===== config.mk =====
export PLATFORM = sky130hd
export DESIGN_NAME = capture_ctrl
export DESIGN_NICKNAME = d
export VERILOG_FILES = /design/src/rtl/capture_ctrl.sv
export SDC_FILE = /design/constraint.sdc
export NUM_CORES = 1
export LEC_CHECK = 0
export ABC_AREA = 1
export CORE_AREA = 10 10 96 98
export DETAILED_ROUTE_END_ITERATION = 7
export DIE_AREA = 0 0 106 108
export GPL_ROUTABILITY_DRIVEN = 0
export PLACE_DENSITY = 0.79
export SLEW_MARGIN = 10
export SYNTH_ARGS = -nofsm -noshare
export SYNTH_HDL_FRONTEND = slang
export SYNTH_SLANG_ARGS = --single-unit
export TNS_END_PERCENT = 100

===== constraint.sdc =====
create_clock -name clk -period 3.3 [get_ports clk]
set_input_delay 0.66 -clock clk [delete_from_list [all_inputs] [get_ports clk]]
set_output_delay 0.66 -clock clk [all_outputs]
set_load 0.05 [all_outputs]

===== src/rtl/capture_ctrl.sv =====
// DSO acquisition controller: adc_clk generation, triggered circular capture into the sample RAMs, readout mux.
// RAM controls are combinational from registered state; trigger is acted on 3 clk after the pin changes.
module capture_ctrl #(
    parameter int DEPTH  = 512,
    parameter int ADDR_W = 9
) (
    input  logic              clk,
    input  logic              rst_n,
    output logic              adc_clk,
    input  logic              trig1,
    input  logic              trig2,
    input  logic              trig_src,
    input  logic              trig_edge,
    input  logic [ADDR_W-1:0] trig_pos,
    input  logic [3:0]        dec,
    input  logic              arm,
    input  logic              rd_en,
    input  logic [ADDR_W-1:0] rd_addr,
    output logic              en,
    output logic              we,
    output logic [ADDR_W-1:0] addr,
    output logic              capturing,
    output logic              capture_done,
    output logic [ADDR_W-1:0] start_addr
);

    typedef enum logic [2:0] {
        ST_IDLE  = 3'd0,
        ST_FILL  = 3'd1,
        ST_ARMED = 3'd2,
        ST_POST  = 3'd3,
        ST_DONE  = 3'd4
    } state_t;

    localparam logic [ADDR_W:0] DEPTH_W = (ADDR_W+1)'(DEPTH);

    state_t              r_state;
    state_t              w_next;
    logic                r_adc_clk;
    logic [14:0]         r_slot_cnt;
    logic [ADDR_W-1:0]   r_ptr;
    logic [ADDR_W:0]     r_cnt;
    logic                r_src;
    logic                r_edge_pol;
    logic [ADDR_W-1:0]   r_tpos;
    logic [3:0]          r_dec;
    logic [2:0]          r_sync;
    logic                r_done;
    logic [ADDR_W-1:0]   r_start;

    logic                w_trig_sel;
    logic                w_edge;
    logic [14:0]         w_mask;
    logic                w_wslot;
    logic                w_cap;
    logic                w_wr;
    logic                w_arm_ok;
    logic [ADDR_W-1:0]   w_ptr_nxt;
    logic [ADDR_W:0]     w_cnt_nxt;
    logic [ADDR_W:0]     w_pre_target;

    assign w_trig_sel   = r_src ? trig2 : trig1;
    assign w_edge       = r_edge_pol ? (r_sync[1] & ~r_sync[2]) : (~r_sync[1] & r_sync[2]);
    assign w_mask       = ~(15'h7fff << r_dec);
    assign w_wslot      = r_adc_clk && ((r_slot_cnt & w_mask) == 15'd0);
    assign w_cap        = (r_state == ST_FILL) || (r_state == ST_ARMED) || (r_state == ST_POST);
    // POST with a zero post-count must drain to DONE without touching the RAM
    assign w_wr         = w_wslot && ((r_state == ST_FILL) || (r_state == ST_ARMED) ||
                                      ((r_state == ST_POST) && (r_tpos != '0)));
    assign w_arm_ok     = arm && ((r_state == ST_IDLE) || (r_state == ST_DONE));
    assign w_ptr_nxt    = r_ptr + 1'b1;
    assign w_cnt_nxt    = r_cnt + 1'b1;
    assign w_pre_target = DEPTH_W - {1'b0, r_tpos};

    always_comb begin
        w_next = r_state;
        case (r_state)
            ST_IDLE:  if (arm) w_next = ST_FILL;
            ST_FILL:  if (w_wr && (w_cnt_nxt == w_pre_target)) w_next = ST_ARMED;
            ST_ARMED: if (w_edge) w_next = ST_POST;
            ST_POST: begin
                if (r_tpos == '0)
                    w_next = ST_DONE;
                else if (w_wr && (w_cnt_nxt == {1'b0, r_tpos}))
                    w_next = ST_DONE;
            end
            ST_DONE:  if (arm) w_next = ST_FILL;
            default:  w_next = ST_IDLE;
        endcase
    end

    always_ff @(posedge clk or negedge rst_n) begin
        if (!rst_n) begin
            r_state    <= ST_IDLE;
            r_adc_clk  <= 1'b0;
            r_slot_cnt <= '0;
            r_ptr      <= '0;
            r_cnt      <= '0;
            r_src      <= 1'b0;
            r_edge_pol <= 1'b1;
            r_tpos     <= '0;
            r_dec      <= '0;
            r_sync     <= '0;
            r_done     <= 1'b0;
            r_start    <= '0;
        end else begin
            r_state   <= w_next;
            r_adc_clk <= ~r_adc_clk;
            r_sync    <= {r_sync[1:0], w_trig_sel};
            if (w_arm_ok) begin
                r_src      <= trig_src;
                r_edge_pol <= trig_edge;
                r_tpos     <= trig_pos;
                r_dec      <= dec;
                r_ptr      <= '0;
                r_cnt      <= '0;
                r_slot_cnt <= '0;
                r_done     <= 1'b0;
            end else begin
                if (w_cap && r_adc_clk)
                    r_slot_cnt <= r_slot_cnt + 1'b1;
                if (w_wr)
                    r_ptr <= w_ptr_nxt;
                // the write coincident with the accepted edge still belongs to the pre-trigger part
                if ((r_state == ST_ARMED) && w_edge)
                    r_cnt <= '0;
                else if (w_wr && ((r_state == ST_FILL) || (r_state == ST_POST)))
                    r_cnt <= w_cnt_nxt;
                if ((w_next == ST_DONE) && (r_state != ST_DONE)) begin
                    r_done  <= 1'b1;
                    r_start <= w_wr ? w_ptr_nxt : r_ptr;
                end
            end
        end
    end

    assign adc_clk      = r_adc_clk;
    assign capturing    = w_cap;
    assign en           = w_cap ? w_wr : rd_en;
    assign we           = w_wr;
    assign addr         = w_cap ? r_ptr : rd_addr;
    assign capture_done = r_done;
    assign start_addr   = r_start;

endmodule


# Yosys cells after proc, flatten, opt, wreduce, memory -nomap -nowiden
# Cells that the tools add are included.
# classes
mux	19
reduce_logical	24
n_bitwise	8
n_shift	1
n_eq_ne	8
add_sub_neg	4
# ops
op	count
$mux W10	3
$mux W15	2
$mux W9	3
$add A15 B1 Y15 const B	1
$and A15 B15 Y15	1
$logic_not A15 Y1	1
$mux W3	5
$not A15 Y15	1
$shl A15 B4 Y15 const A	1
$pmux W3 S4	1
$add A10 B1 Y10 const B	1
$eq A10 B10 Y1	1
$eq A10 B9 Y1	1
$logic_and A1 B1 Y1	10
$sub A10 B9 Y10 const A	1
$add A9 B1 Y9 const B	1
$logic_not A9 Y1	1
$reduce_bool A9 Y1	1
$eq A3 B2 Y1 const B	2
$eq A3 B3 Y1 const B	2
$logic_or A1 B1 Y1	5
$mux W1	5
$not A1 Y1	4
$reduce_bool A2 Y1	2
other kinds (7)	8
# word_totals
reg_bits	66
out_inout_bits	23
word_cells	76

# Longest topological paths before layout
# Gate-level depths: netlist (run 1).
# depth
word_depth	14
depth_mapped	20
ltp_nobuf	19

# Least setup slack after synthesis (run 1)
# Ideal clock, no wire load.
# synth_path
path_kind	register -> output
start	register r_state[2]
end	output addr[0]
path_buffers	1
arrival_ns	2.381
t_required_ns	2.640
setup_slack_ns	0.259
stages_incl_launch_ff	5
cell_sequence	dfrtp_1 -> nor2_4 -> clkinv_1 -> clkbuf_1 -> o21ai_0
# synth_between
elab_chain_len	4
elab_cells_between_ends	6
classes_between	3 x eq/ne; 1 x mux; 2 x reduce/logical
# synth_lines
element	line_no	rtl
start, declared	37	state_t r_state;
start signal, assigned	107	r_state <= w_next;
$eq A3 B1 Y1 or $eq A3 B2 Y1 (tied branches)	66	assign w_cap = (r_state == ST_FILL) || (r_state == ST_ARMED) || (r_state == ST_POST);
$logic_or A1 B1 Y1	66	
$logic_or A1 B1 Y1 *	66	
net capturing	22	output logic capturing,
$mux W9 *	141	assign addr = w_cap ? r_ptr : rd_addr;
end, declared	21	output logic [ADDR_W-1:0] addr,
# Mark *: on every way through the listed nets, which the timed path passes. The rest lies on a longest branch.

# Worst setup path after layout (run 1)
# layout_path
start	register r_state[2]
end	output addr[2]
# layout_between
elab_chain_len	4
elab_cells_between_ends	6
classes_between	3 x eq/ne; 1 x mux; 2 x reduce/logical
# layout_lines
element	line_no
$eq A3 B1 Y1 or $eq A3 B2 Y1 (tied branches)	66
$logic_or A1 B1 Y1	66
$logic_or A1 B1 Y1 *	66
$mux W9 *	141
# Every way passes the cells marked *; elsewhere a longest branch is shown, timed or not.

==> results.sh, run 1 <==
export IMPL_outcome="complete, no violations"
export IMPL_post_cts_buffers=0
export IMPL_rows=32
export IMPL_fin_cells=733
export IMPL_clk_path_buf_depth=2
export IMPL_pin_count=53
export IMPL_clock_sinks=66
export IMPL_required_ns=2.64
export IMPL_min_period_ns=3.14
export IMPL_clk_pin_slew_ns=0.06
export IMPL_synth_common_cells="179 x nand2_1, 75 x inv_1, 65 x dfrtp_1, 46 x o21ai_0, 44 x nor2_1"
export IMPL_cap_viol_max_count=0
export IMPL_vias=3749
export IMPL_critPathMaxFanout=18
export IMPL_dp_cells=717
export IMPL_drt_first_iter_violations=162
export IMPL_cp_slowest_cell="clkdlybuf4s50_1"
export IMPL_hp_class="flop to flop"
export IMPL_slew_headroom=0.441
export IMPL_drc=0
export IMPL_fp_dieW_um=106
export IMPL_die_y_um=108
export IMPL_period_share=0.953
export IMPL_dieArea_um2=11400
export IMPL_num_antenna_cells=0
export IMPL_dpl_hpwl_um=7700
export IMPL_hold_buffers=0
export IMPL_cpPeakStageDelay_ns=0.84
export IMPL_pwr_share_seq=0.318
export IMPL_setup_worst_path_class="flop to primary output"
export IMPL_yosysMostFrequentCell="nand2_1"
export IMPL_clockPowerShare=0.167
export IMPL_synth_area_top_cells="dfrtp_1 41%, nand2_1 17%, inv_1 7.1%"
export IMPL_maxSlewViolCount=0
export IMPL_first_global_vias=3744
export IMPL_fmax_ghz=0.318
export IMPL_ys_flop_type="dfrtp_1"
export IMPL_yosys_area_top_type="dfrtp_1"
export IMPL_crit_family="buffers and inverters"
export IMPL_start_kind="flop"
export IMPL_vdd_drop_max_mv=0.469
export IMPL_fin_setup_tns_ns=0
export IMPL_start_util=0.535
export IMPL_cts_resized=0
export IMPL_rsz0062_at_grt="no"
export IMPL_p_leak_nw=2.51
export IMPL_synth_cells=566
export IMPL_hp_start="r_sync[0]"
export IMPL_end_kind="primary output"
export IMPL_internal_power_mw=2.26
export IMPL_synth_async_reset_ratio=1.00
export IMPL_crit_chain="nor2_4 > clkinv_1 > o21ai_0 > clkdlybuf4s50_1"
export IMPL_worst_path_buf_inv=2
export IMPL_wl_per_cell_um=13.4
export IMPL_synth_distinct_cells=33
export IMPL_worst_pin_slew_ns=0.839
export IMPL_synth_yosys_warnings=0
export IMPL_yosysSeqAreaShare=0.415
export IMPL_critPathLaunch="r_state[2]"
export IMPL_synth_top_area_frac=0.408
export IMPL_htreeDepth=3
export IMPL_p_sw_mw=1.97
export IMPL_hold_violations=0
export IMPL_cts_root_buf="clkbuf_8"
export IMPL_grt_pass1_wl_um=17100
export IMPL_syn2layout_area_growth_pct=22.7
export IMPL_grt_start_max_net_pins=39
export IMPL_core_area_um2=7450
export IMPL_syn_nets=601
export IMPL_nNetsFinal=661
export IMPL_cts_tree="yes"
export IMPL_drt_total_wl_um=9830
export IMPL_worstPathArrival_ns=2.48
export IMPL_avgSynthCellArea_um2=7.04
export IMPL_clk_latency_ns=0.34
export IMPL_io_buffers=52
export IMPL_timing_rr_start="r_tpos[0]"
export IMPL_overflow=0
export IMPL_cts_inserted_buffers=9
export IMPL_final_setup_skew_ns=0.00815
export IMPL_switching_share=0.466
export IMPL_final_layout_size_suffix_gt1_frac=0.103
export IMPL_ant_nets=0
export IMPL_via_per_inst=5.11
export IMPL_power_density_nw_per_um2=864
export IMPL_synth_edf_count=0
export IMPL_dr_pass1_iters=5
export IMPL_antenna_found_initial=0
export IMPL_pwr_share_comb=0.515
export IMPL_grt_usage=0.180
export IMPL_synth_area_um2=3990
export IMPL_setup_viol_count_final=0
export IMPL_ys_seq_elements=66
[final timing paths]
path,end,slack [ns],cells past startpoint
min in group asynchronous,r_tpos[3],0.40,1
min,r_sync[1],0.35,0
min reg2reg,r_sync[1],0.35,0
max,addr[2],0.16,4
max reg2reg,start_addr[8],0.58,18
max in group asynchronous,start_addr[0],2.11,2
[final cells by class]
cell class / instances / area, µm²
Clock buffer: 14 / 173
Clock inverter: 2 / 35.0
Fill cell: 664 / 2560
Inverter: 81 / 304
Multi-Input combinational cell: 409 / 1990
Sequential cell: 66 / 1650
Tap cell: 102 / 128
Timing Repair Buffer: 59 / 608
[cells by family (layout without fill, tap and decap cells)]
family	Yosys count	in the layout	share of synthesized area
flip-flops	66	66	0.415
AO/OA/AOI/OAI	69	69	0.0879
XOR/XNOR	15	15	0.0330
AND/OR/NAND/NOR	319	319	0.357
multiplexers	1	1	0.00282
buffers and inverters	91	156	0.0891
adder cells (fa/ha/maj)	5	5	0.0157
[routing by layer]
layer / part of all wire / wire length [µm] / vias up / track usage
met3: 0.052 / 508 / 12 / 0.0464
li1: - / - / 1899 / -
met1: 0.43 / 4270 / 1741 / 0.213
met5: 0 / 0 / - / 0
met4: 0.011 / 106 / 0 / 0.0571
met2: 0.50 / 4940 / 97 / 0.314
[power groups by stage]
| stage | Sequential [mW] | Clock, mW | Combinational (mW) |
|---|---|---|---|
| 6_report | 1.35 | 0.705 | 2.18 |
| 5_1_grt | 1.39 | 0.756 | 2.46 |
| 4_1_cts | 1.34 | 0.725 | 2.16 |
| 3_5_place_dp | 1.35 | 0 | 2.15 |
| 3_3_place_gp | 1.34 | 0 | 2.09 |
| 2_1_floorplan | 1.30 | 0 | 1.53 |
[layout by cell type, fill, tap and decap left out, drive strengths merged, types with 10 or more instances in the layout]
| cell type | count |
|---|---|
| a21oi | 14 |
| buf | 10 |
| clkbuf | 14 |
| clkdlybuf4s50 | 46 |
| dfrtp | 65 |
| inv | 80 |
| nand2 | 199 |
| nand3 | 42 |
| nor2 | 53 |
| o21ai | 53 |
| xor2 | 12 |
[metrics by stage]
stage	area (µm²)	util	power [mW]	hold slack (ns)	setup WS (ns)
final	4890	0.657	4.23	0.350	0.155
after global routing	4890	0.657	4.60	0.365	0.00282
after CTS	4870	0.654	4.22	0.353	0.0235
after detailed placement	4660	0.626	3.50	0.336	0.419
after global placement	4660	0.626	3.43	0.336	0.505
after floorplan	3990	-	2.83	0.331	0.259
[flip-flops by register name, summed over array words and instances, names as in the netlist]
signal and flops:
r_tpos 9, r_cnt 10, adc_clk 1, r_sync 3, r_state 3, capture_done 1, r_slot_cnt 15, r_dec 4
start_addr 9, r_src 1, r_edge_pol 1, r_ptr 9
Power figures use the tool's default switching activity.
==> inputs of run 2 (changes only) <==
--- a/config.mk
+++ b/config.mk
@@ -11,6 +11,7 @@
 export DIE_AREA = 0 0 106 108
 export GPL_ROUTABILITY_DRIVEN = 0
 export PLACE_DENSITY = 0.79
+export REMOVE_ABC_BUFFERS = 1
 export SLEW_MARGIN = 10
 export SYNTH_ARGS = -nofsm -noshare
 export SYNTH_HDL_FRONTEND = slang
==> results.sh, run 2 (same netlist as run 1, synthesis figures left out) <==
export IMPL_hp_class="input port to async pin"
export IMPL_cts_inserted_buffers=9
export IMPL_drt_total_wl_um=9540
export IMPL_die_y_um=108
export IMPL_grt_pass1_wl_um=16200
export IMPL_cap_viol_max_count=0
export IMPL_final_setup_skew_ns=0.00860
export IMPL_post_place_ws_ns=0.408
export IMPL_ant_nets=0
export IMPL_layout_setup_ws_ns=0.236
export IMPL_dpl_hpwl_um=7200
export IMPL_worst_pin_slew_ns=0.575
export IMPL_fp_dieW_um=106
export IMPL_num_antenna_cells=0
export IMPL_ff2ff_setup_slack_ns=0.58
export IMPL_grt_start_max_net_pins=67
export IMPL_top_register="r_slot_cnt"
export IMPL_period_share=0.929
export IMPL_required_ns=2.64
export IMPL_clock_sinks=66
export IMPL_drt_first_iter_violations=215
export IMPL_vias=3757
export IMPL_dp_cells=717
export IMPL_mostFrequentLayoutCells="179 x nand2_1, 75 x inv_1, 65 x dfrtp_1"
export IMPL_reg_largest_list="r_slot_cnt: 15 flops, r_cnt: 10 flops"
export IMPL_cts_tree="yes"
export IMPL_nFillCells=630
export IMPL_outcome="complete, no violations"
export IMPL_post_cts_buffers=0
export IMPL_antenna_found_initial=0
export IMPL_layout_commonest_cell="nand2_1"
export IMPL_slew_headroom=0.614
export IMPL_syn2layout_area_growth_pct=23.9
export IMPL_dpl_cell_area_um2=4680
export IMPL_grt_usage=0.170
export IMPL_p_leak_nw=2.57
export IMPL_dr_pass1_iters=5
export IMPL_fin_setup_tns_ns=0
export IMPL_end_kind="primary output"
export IMPL_fmax_ghz=0.326
export IMPL_setup_worst_path_class="flop to primary output"
export IMPL_setup_viol_count_final=0
export IMPL_start_kind="flop"
export IMPL_largest_reg_flops=15
export IMPL_via_per_inst=5.13
export IMPL_power_density_nw_per_um2=871
export IMPL_rows=32
export IMPL_worstPathArrival_ns=2.40
export IMPL_io_buffers=52
export IMPL_start_util=0.535
export IMPL_min_period_ns=3.06
export IMPL_htreeDepth=3
export IMPL_finalHoldWorstSlack_ns=0.318
export IMPL_rr_worst_depth=20
export IMPL_overflow=0
export IMPL_timing_rr_start="r_tpos[0]"
export IMPL_critPathMaxFanout=8
export IMPL_core_area_um2=7450
export IMPL_vdd_drop_max_mv=0.396
export IMPL_nNetsFinal=661
export IMPL_pin_count=53
export IMPL_maxSlewViolCount=0
export IMPL_drc=0
export IMPL_hold_violations=0
export IMPL_clk_pin_slew_ns=0.08
export IMPL_p_total_mw=4.30
export IMPL_dieArea_um2=11400
export IMPL_fin_area_um2=4940
export IMPL_fin_cells=733
export IMPL_clk_path_buf_depth=2
export IMPL_clk_latency_ns=0.35
export IMPL_fin_util=0.663
export IMPL_r2r_end="start_addr[8]"
export IMPL_final_layout_size_suffix_gt1_frac=0.106
export IMPL_first_global_vias=3545
export IMPL_cts_root_buf="clkbuf_8"
export IMPL_wl_per_cell_um=13.0
## run 2: cell type report
class                      instances  area (µm²)  area share
clock inverter                     4        72.6      0.0147
multi-input combinational        409        1990       0.402
timing repair buffer              59         633       0.128
clock buffer                      12         165      0.0334
inverter                          81         304      0.0615
sequential                        66        1650       0.335
tap                              102         128      0.0258
## run 2: layer usage
| metal | part of all wire | wire [µm] | GRT usage |
|---|---|---|---|
| met5 | 0 | 0 | 0 |
| met4 | 0.019 | 177 | 0.0725 |
| met3 | 0.050 | 481 | 0.0315 |
| met2 | 0.47 | 4450 | 0.272 |
| met1 | 0.46 | 4430 | 0.221 |
## run 2: how the worst max path moves through the flow
stage	slack, ns	startpoint	cells after the start	end
global route	-0.001	r_tpos[0]	15	en
floorplan	0.29	r_state[2]	3	addr[0]
finish	0.24	r_tpos[0]	15	en
CTS	0.02	r_tpos[0]	15	en
global placement	0.51	r_state[2]	4	addr[0]
detailed placement	0.41	r_tpos[0]	15	en
## run 2: where the power goes
group | switching, mW | total (mW) | internal (mW) | leakage (nW)
Combinational | 1.37 | 2.15 | 0.776 | 1.61
Clock | 0.318 | 0.804 | 0.486 | 0.119
Sequential | 0.276 | 1.35 | 1.07 | 0.846
## run 2: timing repair
| item | in CTS | in global routing |
|---|---|---|
| endpoints found under the setup margin | 0 | 10 |
| hold buffers | 0 | 0 |
| resized for setup | 0 | 10 |
## run 2: critical path: stages (launching register included)
cell     delay (ns)
dfrtp_1        0.38
inv_1          0.08
ha_1           0.21
inv_1          0.09
nor2_2         0.05
nand3_1        0.10
nor2_1         0.06
ha_1           0.20
inv_1          0.06
nand2_1        0.06
nand3_1        0.08
nand2_1        0.05
nor2_1         0.11
nand3_2        0.20
nand2_1        0.17
buf_12         0.15
